File: src/rtl/vdma_pkg.sv
// Shared types and constants for the video DMA write-side (S2MM) burst scheduler.
//   vdma_state_e : scheduler FSM states
//   BURST_INCR   : AXI4 INCR burst encoding
//   RESP_OKAY    : AXI4 OKAY response encoding
//   clog2()      : ceiling log2 for sizing counters and awsize
package vdma_pkg;

  typedef enum logic [2:0] {
    StIdle,
    StWaitData,
    StAddr,
    StData,
    StDrain
  } vdma_state_e;

  localparam logic [1:0] BURST_INCR = 2'b01;
  localparam logic [1:0] RESP_OKAY  = 2'b00;

  function automatic int unsigned clog2(input int unsigned value);
    int unsigned result;
    result = 0;
    while ((64'd1 << result) < 64'(value)) begin
      result = result + 1;
    end
    return result;
  endfunction

endpackage

File: src/rtl/vdma_outstanding_cnt.sv
// Saturating up/down counter of AXI write bursts whose AW has been accepted but whose B
// response has not yet arrived.
//   clk_i   : clock
//   rst_i   : synchronous active-high reset
//   inc_i   : AW handshake (one more burst in flight)
//   dec_i   : B handshake (one burst retired); ignored when the count is already zero
//   full_o  : count has reached MaxCnt
//   empty_o : no bursts in flight
module vdma_outstanding_cnt
  import vdma_pkg::*;
#(
  parameter int unsigned MaxCnt = 4
) (
  input  logic clk_i,
  input  logic rst_i,
  input  logic inc_i,
  input  logic dec_i,
  output logic full_o,
  output logic empty_o
);

  localparam int unsigned CntW = clog2(MaxCnt + 1);

  logic [CntW-1:0] cnt_q, cnt_d;
  logic            inc_eff, dec_eff;

  assign full_o  = (cnt_q == CntW'(MaxCnt));
  assign empty_o = (cnt_q == '0);

  // A stray B with nothing in flight must not wrap the count.
  assign inc_eff = inc_i & ~full_o;
  assign dec_eff = dec_i & ~empty_o;

  always_comb begin
    cnt_d = cnt_q;
    unique case ({inc_eff, dec_eff})
      2'b10:   cnt_d = cnt_q + CntW'(1);
      2'b01:   cnt_d = cnt_q - CntW'(1);
      default: cnt_d = cnt_q;
    endcase
  end

  always_ff @(posedge clk_i) begin
    if (rst_i) begin
      cnt_q <= '0;
    end else begin
      cnt_q <= cnt_d;
    end
  end

endmodule

File: src/rtl/vdma_s2mm_burst_sched.sv
// S2MM burst scheduler: drains a first-word-fall-through FIFO into AXI4 INCR write bursts,
// walking addresses across lines, frames and a ring of FRAME_BUFFER frame buffers.
// Single clock domain (m_axi_s2mm_aclk), synchronous active-high reset (m_axi_areset).
//   start/stop        : begin continuous capture / halt after the current frame
//   fifo_*            : FIFO read side (count, head word, pop strobe)
//   m_axi_s2mm_aw*    : write address channel, one burst in flight ahead of its data
//   m_axi_s2mm_w*     : write data channel, data taken straight from the FIFO head
//   m_axi_s2mm_b*     : write response channel, always ready outside reset
//   busy, frame_done  : status; frame_done pulses once per completed frame
//   wr_buf, rd_buf    : buffer being written / last fully completed buffer
//   err               : sticky bad-response flag
// Build option: define VDMA_BRESP_ERR_EN to act on SLVERR/DECERR responses (set err, end
// capture after the current frame, withhold rd_buf for it); otherwise bresp is ignored.
module vdma_s2mm_burst_sched
  import vdma_pkg::*;
#(
  parameter int unsigned AXI_S2MM_ADDR_WIDTH = 32,
  parameter int unsigned IMAGE_WIDTH         = 192,
  parameter int unsigned IMAGE_HEIGHT        = 10,
  parameter int unsigned FRAME_BUFFER        = 1,
  parameter logic [AXI_S2MM_ADDR_WIDTH-1:0] AXI_S2MM_TARGET_SLAVE_BASE_ADDR = 32'h4000_0000,
  parameter int unsigned AXI_S2MM_BURST_LEN  = 16,
  parameter int unsigned AXI_S2MM_DATA_WIDTH = 32,
  parameter int unsigned MAX_OUTSTANDING     = 4,
  parameter int unsigned FIFO_CNT_WIDTH      = 10
) (
  input  logic                               m_axi_s2mm_aclk,
  input  logic                               m_axi_areset,
  input  logic                               start,
  input  logic                               stop,
  input  logic [FIFO_CNT_WIDTH-1:0]          fifo_rd_count,
  input  logic [AXI_S2MM_DATA_WIDTH-1:0]     fifo_dout,
  output logic                               fifo_rd_en,
  output logic [AXI_S2MM_ADDR_WIDTH-1:0]     m_axi_s2mm_awaddr,
  output logic [7:0]                         m_axi_s2mm_awlen,
  output logic [2:0]                         m_axi_s2mm_awsize,
  output logic [1:0]                         m_axi_s2mm_awburst,
  output logic                               m_axi_s2mm_awvalid,
  input  logic                               m_axi_s2mm_awready,
  output logic [AXI_S2MM_DATA_WIDTH-1:0]     m_axi_s2mm_wdata,
  output logic [AXI_S2MM_DATA_WIDTH/8-1:0]   m_axi_s2mm_wstrb,
  output logic                               m_axi_s2mm_wlast,
  output logic                               m_axi_s2mm_wvalid,
  input  logic                               m_axi_s2mm_wready,
  input  logic [1:0]                         m_axi_s2mm_bresp,
  input  logic                               m_axi_s2mm_bvalid,
  output logic                               m_axi_s2mm_bready,
  output logic                               busy,
  output logic                               frame_done,
  output logic [2:0]                         wr_buf,
  output logic [2:0]                         rd_buf,
  output logic                               err
);

  localparam int unsigned BYTES            = AXI_S2MM_DATA_WIDTH / 8;
  localparam int unsigned BURSTS_PER_FRAME = IMAGE_WIDTH * IMAGE_HEIGHT / AXI_S2MM_BURST_LEN;
  localparam int unsigned BeatW            = clog2(AXI_S2MM_BURST_LEN);
  localparam int unsigned BurstW           = clog2(BURSTS_PER_FRAME + 1);
  localparam logic [AXI_S2MM_ADDR_WIDTH-1:0] BurstBytes =
      AXI_S2MM_ADDR_WIDTH'(AXI_S2MM_BURST_LEN * BYTES);
  localparam logic [FIFO_CNT_WIDTH-1:0] BurstWords = FIFO_CNT_WIDTH'(AXI_S2MM_BURST_LEN);
  localparam logic [BeatW-1:0]          LastBeat   = BeatW'(AXI_S2MM_BURST_LEN - 1);
  localparam logic [BurstW-1:0]         LastBurst  = BurstW'(BURSTS_PER_FRAME - 1);

  if ((IMAGE_WIDTH % AXI_S2MM_BURST_LEN) != 0) begin : g_chk_width
    $error("IMAGE_WIDTH must be a multiple of AXI_S2MM_BURST_LEN");
  end
  if ((AXI_S2MM_BURST_LEN < 2) || (AXI_S2MM_BURST_LEN > 256) ||
      ((AXI_S2MM_BURST_LEN & (AXI_S2MM_BURST_LEN - 1)) != 0)) begin : g_chk_len
    $error("AXI_S2MM_BURST_LEN must be a power of 2 in 2..256");
  end
  if ((FRAME_BUFFER < 1) || (FRAME_BUFFER > 8)) begin : g_chk_fb
    $error("FRAME_BUFFER must be in 1..8");
  end

  vdma_state_e                    state_q, state_d;
  logic [AXI_S2MM_ADDR_WIDTH-1:0] addr_q, addr_d;
  logic [BeatW-1:0]               beat_cnt_q, beat_cnt_d;
  logic [BurstW-1:0]              burst_cnt_q, burst_cnt_d;
  logic [2:0]                     wr_buf_q, wr_buf_d, rd_buf_q, rd_buf_d, buf_next;
  logic                           stop_q, stop_d, halt_q, halt_d, err_q, err_d;
  logic                           awvalid_q, awvalid_d, wvalid_q, wvalid_d;
  logic                           frame_done_q, frame_done_d, bready_q;
  logic                           aw_hs, w_hs, b_hs, b_err, out_full, out_empty;

  assign aw_hs = awvalid_q & m_axi_s2mm_awready;
  assign w_hs  = wvalid_q & m_axi_s2mm_wready;
  assign b_hs  = m_axi_s2mm_bvalid & bready_q;

`ifdef VDMA_BRESP_ERR_EN
  // Only responses that retire a real burst count; strays are ignored like the count.
  assign b_err = b_hs & ~out_empty & (m_axi_s2mm_bresp != RESP_OKAY);
`else
  logic unused_bresp;
  assign unused_bresp = ^m_axi_s2mm_bresp;
  assign b_err        = 1'b0;
`endif

  vdma_outstanding_cnt #(
    .MaxCnt (MAX_OUTSTANDING)
  ) u_outstanding_cnt (
    .clk_i   (m_axi_s2mm_aclk),
    .rst_i   (m_axi_areset),
    .inc_i   (aw_hs),
    .dec_i   (b_hs),
    .full_o  (out_full),
    .empty_o (out_empty)
  );

  assign buf_next = (wr_buf_q == 3'(FRAME_BUFFER - 1)) ? 3'd0 : wr_buf_q + 3'd1;

  always_comb begin
    state_d      = state_q;
    addr_d       = addr_q;
    beat_cnt_d   = beat_cnt_q;
    burst_cnt_d  = burst_cnt_q;
    wr_buf_d     = wr_buf_q;
    rd_buf_d     = rd_buf_q;
    frame_done_d = 1'b0;
    stop_d       = stop_q | (stop & (state_q != StIdle));
    halt_d       = halt_q | b_err;
    err_d        = err_q | b_err;

    unique case (state_q)
      StIdle: begin
        if (start) state_d = StWaitData;
      end
      StWaitData: begin
        // A whole burst must already sit in the FIFO so W never stalls on data.
        if ((fifo_rd_count >= BurstWords) && !out_full) state_d = StAddr;
      end
      StAddr: begin
        if (aw_hs) begin
          addr_d     = addr_q + BurstBytes;
          beat_cnt_d = '0;
          state_d    = StData;
        end
      end
      StData: begin
        if (w_hs) begin
          if (beat_cnt_q == LastBeat) begin
            beat_cnt_d  = '0;
            burst_cnt_d = burst_cnt_q + BurstW'(1);
            state_d     = (burst_cnt_q == LastBurst) ? StDrain : StWaitData;
          end else begin
            beat_cnt_d = beat_cnt_q + BeatW'(1);
          end
        end
      end
      StDrain: begin
        if (out_empty) begin
          frame_done_d = 1'b1;
          if (!halt_q) rd_buf_d = wr_buf_q;
          wr_buf_d    = buf_next;
          burst_cnt_d = '0;
          // Buffers are contiguous, so addr_q already points at the next one unless we wrap.
          if (buf_next == 3'd0) addr_d = AXI_S2MM_TARGET_SLAVE_BASE_ADDR;
          if (stop_q || halt_q) begin
            state_d = StIdle;
            stop_d  = 1'b0;
            halt_d  = 1'b0;
          end else begin
            state_d = StWaitData;
          end
        end
      end
      default: state_d = StIdle;
    endcase

    awvalid_d = (state_d == StAddr);
    wvalid_d  = (state_d == StData);
  end

  always_ff @(posedge m_axi_s2mm_aclk) begin
    if (m_axi_areset) begin
      state_q      <= StIdle;
      addr_q       <= AXI_S2MM_TARGET_SLAVE_BASE_ADDR;
      beat_cnt_q   <= '0;
      burst_cnt_q  <= '0;
      wr_buf_q     <= '0;
      rd_buf_q     <= '0;
      stop_q       <= 1'b0;
      halt_q       <= 1'b0;
      err_q        <= 1'b0;
      awvalid_q    <= 1'b0;
      wvalid_q     <= 1'b0;
      frame_done_q <= 1'b0;
      bready_q     <= 1'b0;
    end else begin
      state_q      <= state_d;
      addr_q       <= addr_d;
      beat_cnt_q   <= beat_cnt_d;
      burst_cnt_q  <= burst_cnt_d;
      wr_buf_q     <= wr_buf_d;
      rd_buf_q     <= rd_buf_d;
      stop_q       <= stop_d;
      halt_q       <= halt_d;
      err_q        <= err_d;
      awvalid_q    <= awvalid_d;
      wvalid_q     <= wvalid_d;
      frame_done_q <= frame_done_d;
      bready_q     <= 1'b1;
    end
  end

  assign fifo_rd_en         = w_hs;
  assign m_axi_s2mm_awaddr  = addr_q;
  assign m_axi_s2mm_awlen   = 8'(AXI_S2MM_BURST_LEN - 1);
  assign m_axi_s2mm_awsize  = 3'(clog2(BYTES));
  assign m_axi_s2mm_awburst = BURST_INCR;
  assign m_axi_s2mm_awvalid = awvalid_q;
  assign m_axi_s2mm_wdata   = fifo_dout;
  assign m_axi_s2mm_wstrb   = '1;
  assign m_axi_s2mm_wlast   = wvalid_q & (beat_cnt_q == LastBeat);
  assign m_axi_s2mm_wvalid  = wvalid_q;
  assign m_axi_s2mm_bready  = bready_q;
  assign busy               = (state_q != StIdle);
  assign frame_done         = frame_done_q;
  assign wr_buf             = wr_buf_q;
  assign rd_buf             = rd_buf_q;
  assign err                = err_q;

endmodule

File: config.mk
export PLATFORM = sky130hd
export DESIGN_NAME = vdma_s2mm_burst_sched
export DESIGN_NICKNAME = d
export VERILOG_FILES = /design/src/rtl/vdma_pkg.sv /design/src/rtl/vdma_outstanding_cnt.sv /design/src/rtl/vdma_s2mm_burst_sched.sv
export SDC_FILE = /design/constraint.sdc
export NUM_CORES = 1
export LEC_CHECK = 0
export ABC_CLOCK_PERIOD_IN_PS = 3900
export BUFFER_PORTS_ARGS = -buffer_cell sky130_fd_sc_hd__buf_2
export CORE_MARGIN = 2
export CORE_UTILIZATION = 51
export DETAILED_ROUTE_END_ITERATION = 10
export PLACE_DENSITY = 0.86
export SLEW_MARGIN = 20
export SYNTH_ARGS = -nofsm -noshare
export SYNTH_HDL_FRONTEND = slang
export SYNTH_SLANG_ARGS = --single-unit
File: constraint.sdc
create_clock -name m_axi_s2mm_aclk -period 3.9 [get_ports m_axi_s2mm_aclk]
set_input_delay 0.195 -clock m_axi_s2mm_aclk [delete_from_list [all_inputs] [get_ports m_axi_s2mm_aclk]]
set_output_delay 0.195 -clock m_axi_s2mm_aclk [all_outputs]
set_load 0.01 [all_outputs]
* Word-level counts from Yosys, hierarchy flattened
Cells that the tools add are included. Widths: inputs -> output; s select.
Storage, ports and cells: register bits 60, bits in latches 0, memory bits (writable) 0, bits in read-only memories 0, word-level logic and storage cells 90, memories kept 0
Operators by class: $add $sub $neg 6, $mul 0, div/mod/pow operators 0, $lt $le $gt $ge 1, eq/ne operators 16, shift-type cells 0, mux-type cells 28, bitwise operators 11, reduce and logical (&&, ||, !) cells 16
Operators by type and width (number):
- $mux 32 | 3
- $pmux 32 s2 | 1
- $add 32x7->32 const B | 1
- $mux 3 | 8
- $mux 7 | 3
- $pmux 3 s5 | 1
- $pmux 7 s2 | 1
- $eq 3x2->1 const B | 4
- $logic_not 3->1 | 4
- $mux 4 | 3
- $ge 10x5->1 const B | 1
- $pmux 4 s2 | 1
- $reduce_and 4->1 | 2
- $reduce_bool 2->1 | 4
- $add 7x1->7 const B | 1
- $and 1x1->1 | 7
- $eq 7x7->1 const B | 1
- $add 3x1->3 const B | 2
- $eq 3x3->1 const B | 2
- $mux 1 | 6
- $ne 2x2->1 const B | 3
- $pmux 3 s2 | 1
- $add 4x1->4 const B | 1
- $eq 4x4->1 const B | 1
- other kinds (13) | 16

* Depth between registers and ports, before layout
word-level depth 6, mapped depth 8, gate-level depth less buffers 8

* By module
Synthesis repeated with hierarchy kept, for this count alone.
Unflattened totals: cell total of the unflattened synthesis 394, area total of the unflattened synthesis 3160.5 um^2
Modules (own cells, without submodules):
- vdma_s2mm_burst_sched | instances 1, cells an instance 373, area an instance 2982.9 um^2, sequential area each 1021.0 um^2
- vdma_outstanding_cnt | instances 1, cells an instance 21, area an instance 177.7 um^2, sequential area each 60.1 um^2

* Least setup slack after synthesis
OpenSTA, ideal clock, no wires.
path kind register to register, from register wr_buf_q[0], in the netlist wr_buf[0], to register addr_q[27], in the netlist m_axi_s2mm_awaddr[27], library setup time 74 ps, arrival time 2563 ps, data required time 3826 ps, path slack 1263 ps, cell stages (with the launch flop) 8, path buffers 0, cell sequence dfxtp_1 inv_1 ha_1 or4b_4 a211oi_4 o2111ai_2 or4b_1 o21ai_0
Between the ends: longest elaborated chain between the ends 5, elaborated cells on any way between the ends 6, those cells by class add/sub: 1; eq/ne: 1; mux: 1; reduce/logical: 3
RTL lines:
- start: declaration | RTL line vdma_s2mm_burst_sched.sv:80 | logic [2:0] wr_buf_q, wr_buf_d, rd_buf_q, rd_buf_d, buf_next;
- start signal: assignment | RTL line vdma_s2mm_burst_sched.sv:194 | wr_buf_q <= wr_buf_d;
- $add 3x1->3 / $logic_not 3->1 (equally long branches) | RTL line vdma_s2mm_burst_sched.sv:110 | assign buf_next = (wr_buf_q == 3'(FRAME_BUFFER - 1)) ? 3'd0 : wr_buf_q + 3'd1;
- $mux 3 (*) | RTL line vdma_s2mm_burst_sched.sv:110
- named net buf_next[1] | RTL line vdma_s2mm_burst_sched.sv:80
- $logic_not 3->1 (*) | RTL line vdma_s2mm_burst_sched.sv:157 | if (buf_next == 3'd0) addr_d = AXI_S2MM_TARGET_SLAVE_BASE_ADDR;
- $ne 2x2->1 (no source line) (*)
- $reduce_and 4->1 (no source line) (*)
- end signal: assignment | RTL line vdma_s2mm_burst_sched.sv:191 | addr_q <= addr_d;
- end: declaration | RTL line vdma_s2mm_burst_sched.sv:77 | logic [AXI_S2MM_ADDR_WIDTH-1:0] addr_q, addr_d;
Mark *: on every way through the listed nets, which the timed path passes. The rest lies on a longest branch. A chain may end at the register's enable or synchronous reset.

* Worst setup path in the final report
from register wr_buf_q[0], in the netlist wr_buf[0], to register addr_q[29], in the netlist m_axi_s2mm_awaddr[29]
The elaborated chain is that of the path after synthesis.

==> metrics.md <==
| Metric | Value |
|---|---|
| Status | complete, no violations |
| Async set-reset flop share out of synthesis | 0 |
| Critical path's top delay family | simple AND/OR/NAND/NOR gates |
| Slew HR | 0.473 |
| Synth warn | 0 |
| # nets final | 444 |
| Final hold vios | 0 |
| VDD IR max | 231 uV |
| CTS Hold Bufs | 0 |
| Non-Filler Instances | 462 |
| Die H | 81.9 um |
| EDFF count, synth | 0 |
| Gr usage total | 0.189 |
| Fin crit period | 3.10 ns |
| CTS Buf Count | 5 |
| Initial antenna violation count | 0 |
| Crit path launch type | flop |
| Dpl cells | 454 |
| Synthesized flop and latch total | 54 |
| Critical Path Slowest Stage Cell | or4b_4 |
| Buf/Inv on CP | 1 |
| WP data required | 4.13 ns |
| Top_reg_cell synth | dfxtp_1 |
| Hpwl dp | 4390 um |
| Boundary Pins | 146 |
| Fill count | 560 |
| Fraction of layout cells with a size suffix above 1 | 0.176 |
| Post-synthesis sequential area ratio | 0.349 |
| Tightest Pin Transition | 0.791 ns |
| RSZ-0062 raised after global routing | no |
| Residual DRC count | 0 |
| Area added between synthesis and finish | 2.02% |
| Final WL | 6240 um |
| Worst Hold Class | input port to flop |
| Longest Clk Path Bufs | 2 |
| Setup Viol. Count Final | 0 |
| Final core occ | 0.537 |
| First-pass GRT wire length | 9970 um |
| Vias | 2,595 |
| WHS | 0.231 ns |
| Die ar. | 6710 um2 |
| CTS tree | done |
| Post-Synthesis Cells | 373 |
| Max-cap violations | 0 |
| Distinct cells, synth | 51 |
| Vias per std cell | 5.62 |
| Largest net degree at the start of global routing | 26 |
| Drt first pass iters | 4 |
| Max Fclk | 323 MHz |
| Final Cycle Share | 0.794 |
| Clock Tree Root | clkbuf_8 |
| Crit path arrival time | 3.33 ns |
| Inserted Diodes | 0 |
| Routed len/inst | 13.5 um |
| # port buffers | 51 |
| Critical Path Sink Type | flop |
| Mapped cell area | 3100 um2 |
| Htree depth | 2 |
| Power per cell area | 307 nW/um2 |
| Core area | 5890 um2 |
| Commonest non-fill, non-tap cells in the layout | dfxtp_1 (54), buf_2 (51), nand2_1 (32) |
| Clock Sinks | 54 |
| DRT iter0 DRCs | 194 |
| CP cell instances | inv_1, ha_1, or4b_4, a211oi_4, o2111ai_2, or4_1, a21oi_1 |
| Post-route cell area | 3160 um2 |
| Post-CTS setup buffer count | 0 |
| Final Wtd Congestion | 0.772 |
| Post-CTS sizing | 0 |
| Worst Skew | 0.0102 ns |
| Die width | 81.9 um |
| Most common cell after layout, fill and taps aside | dfxtp_1 |
| Dpl cell area | 3060 um2 |
| Core Rows | 28 |
| Clk Latency, worst-skew pair | 0.31 ns |
| Final ANT Viol Nets | 0 |
| Starting Density | 0.526 |
| Reg clk slew, reported paths | 0.10 ns |
| TNS Setup | 0 ns |
| Total gr overflow | 0 |
| Largest stage delay on the critical path | 0.56 ns |
| CP Max Fanout | 12 |
| Mean post-synth cell area | 8.31 um2 |
| Number of global-route vias before repair | 2,242 |
| Max Slew Vio Count | 0 |
| P_leak | 1.27 nW |
| Critical path type | flop to flop |
[final cells by class]
| type | count | area, um2 | share of cell area |
|---|---|---|---|
| multi-input cells | 260 | 1570 | 0.496 |
| flip-flops and latches | 54 | 1080 | 0.342 |
| repair buffers | 52 | 263 | 0.0831 |
| clock buffers | 7 | 96.3 | 0.0305 |
| well taps | 75 | 93.8 | 0.0297 |
| inverters | 13 | 48.8 | 0.0154 |
| clock inverters | 1 | 8.76 | 0.00277 |
[state kept, by name, indices dropped and copies added (netlist names)]
| name | count |
|---|---|
| m_axi_s2mm_awaddr | 26 |
| burst_cnt_q | 7 |
| beat_cnt_q | 4 |
| rd_buf | 3 |
| state_q | 3 |
| u_outstanding_cnt.cnt_q | 3 |
| wr_buf | 3 |
| frame_done | 1 |
| m_axi_s2mm_awvalid | 1 |
| m_axi_s2mm_bready | 1 |
| m_axi_s2mm_wvalid | 1 |
| stop_q | 1 |
[worst min-delay path, delay by kind of cell]
family                 cells  cell delay (ns)
AO/OA/AOI/OAI              1             0.04
buffers and inverters      1             0.08
AND/OR/NAND/NOR            3             0.19
[power breakdown]
| part | switching (W) | total [W] | internal [W] | leakage, nW |
|---|---|---|---|---|
| clock | 0.000186 | 0.000350 | 0.000163 | 0.0544 |
| sequential | 0.00000863 | 0.000565 | 0.000557 | 0.436 |
| combinational | 0.0000376 | 0.0000552 | 0.0000176 | 0.779 |
| total | 0.000233 | 0.000970 | 0.000737 | 1.27 |
[routing by layer]
layer / global-route usage / wire [um] / up-vias
li1: - / - / 1250
met1: 0.215 / 2580 / 1218
met2: 0.343 / 3040 / 111
met3: 0.0516 / 525 / 16
met4: 0.0517 / 104 / 0
met5: 0 / 0 / -
[cells in the mapped netlist (4+ instances only)]
| cell | n | area [um2] |
|---|---|---|
| nand3_1 | 12 | 60.1 |
| o21ai_1 | 4 | 20.0 |
| a21oi_1 | 30 | 150 |
| ha_1 | 6 | 75.1 |
| and4_1 | 4 | 35.0 |
| o211ai_1 | 5 | 37.5 |
| nor2_1 | 30 | 113 |
| dfxtp_1 | 54 | 1080 |
| buf_4 | 56 | 420 |
| nand2_1 | 32 | 120 |
| nand4_1 | 4 | 25.0 |
| and3_1 | 9 | 56.3 |
| inv_1 | 13 | 48.8 |
| clkbuf_1 | 7 | 26.3 |
| o21ai_0 | 13 | 65.1 |
| xor2_1 | 13 | 114 |
| or3_1 | 17 | 106 |
| o2111ai_1 | 5 | 43.8 |
| or4_1 | 5 | 37.5 |
[stage by stage]
stage / total power, W / setup slack [ns]
after detailed placement: 0.000632 / 0.884
after global placement: 0.000631 / 1.00
after CTS: 0.000976 / 0.797
after floorplan: 0.000669 / 1.26
final: 0.000970 / 0.804
after global routing: 0.00101 / 0.616
[logic make-up after synthesis]
logic type | share of synthesized area
compound gates | 0.159
simple gates | 0.239
xor+xnor | 0.0424
mux | 0.00646
fa+ha+maj | 0.0307
flops | 0.349
other cells | 0.00242
buf+inv | 0.171
[path summary, 6_finish.rpt]
| path | startpoint | to | slack (ns) | depth (start not counted) |
|---|---|---|---|---|
| min | stop | stop_q$_SDFF_PP0_ | 0.23 | 5 |
| min reg2reg | rd_buf[0]$_SDFFE_PP0P_ | rd_buf[0]$_SDFFE_PP0P_ | 0.46 | 2 |
| max reg2reg | wr_buf[0]$_SDFFE_PP0P_ | m_axi_s2mm_awaddr[29]$_SDFFE_PP0P_ | 0.80 | 7 |
| max | wr_buf[0]$_SDFFE_PP0P_ | m_axi_s2mm_awaddr[29]$_SDFFE_PP0P_ | 0.80 | 7 |
(Power assumes the default switching activity.)
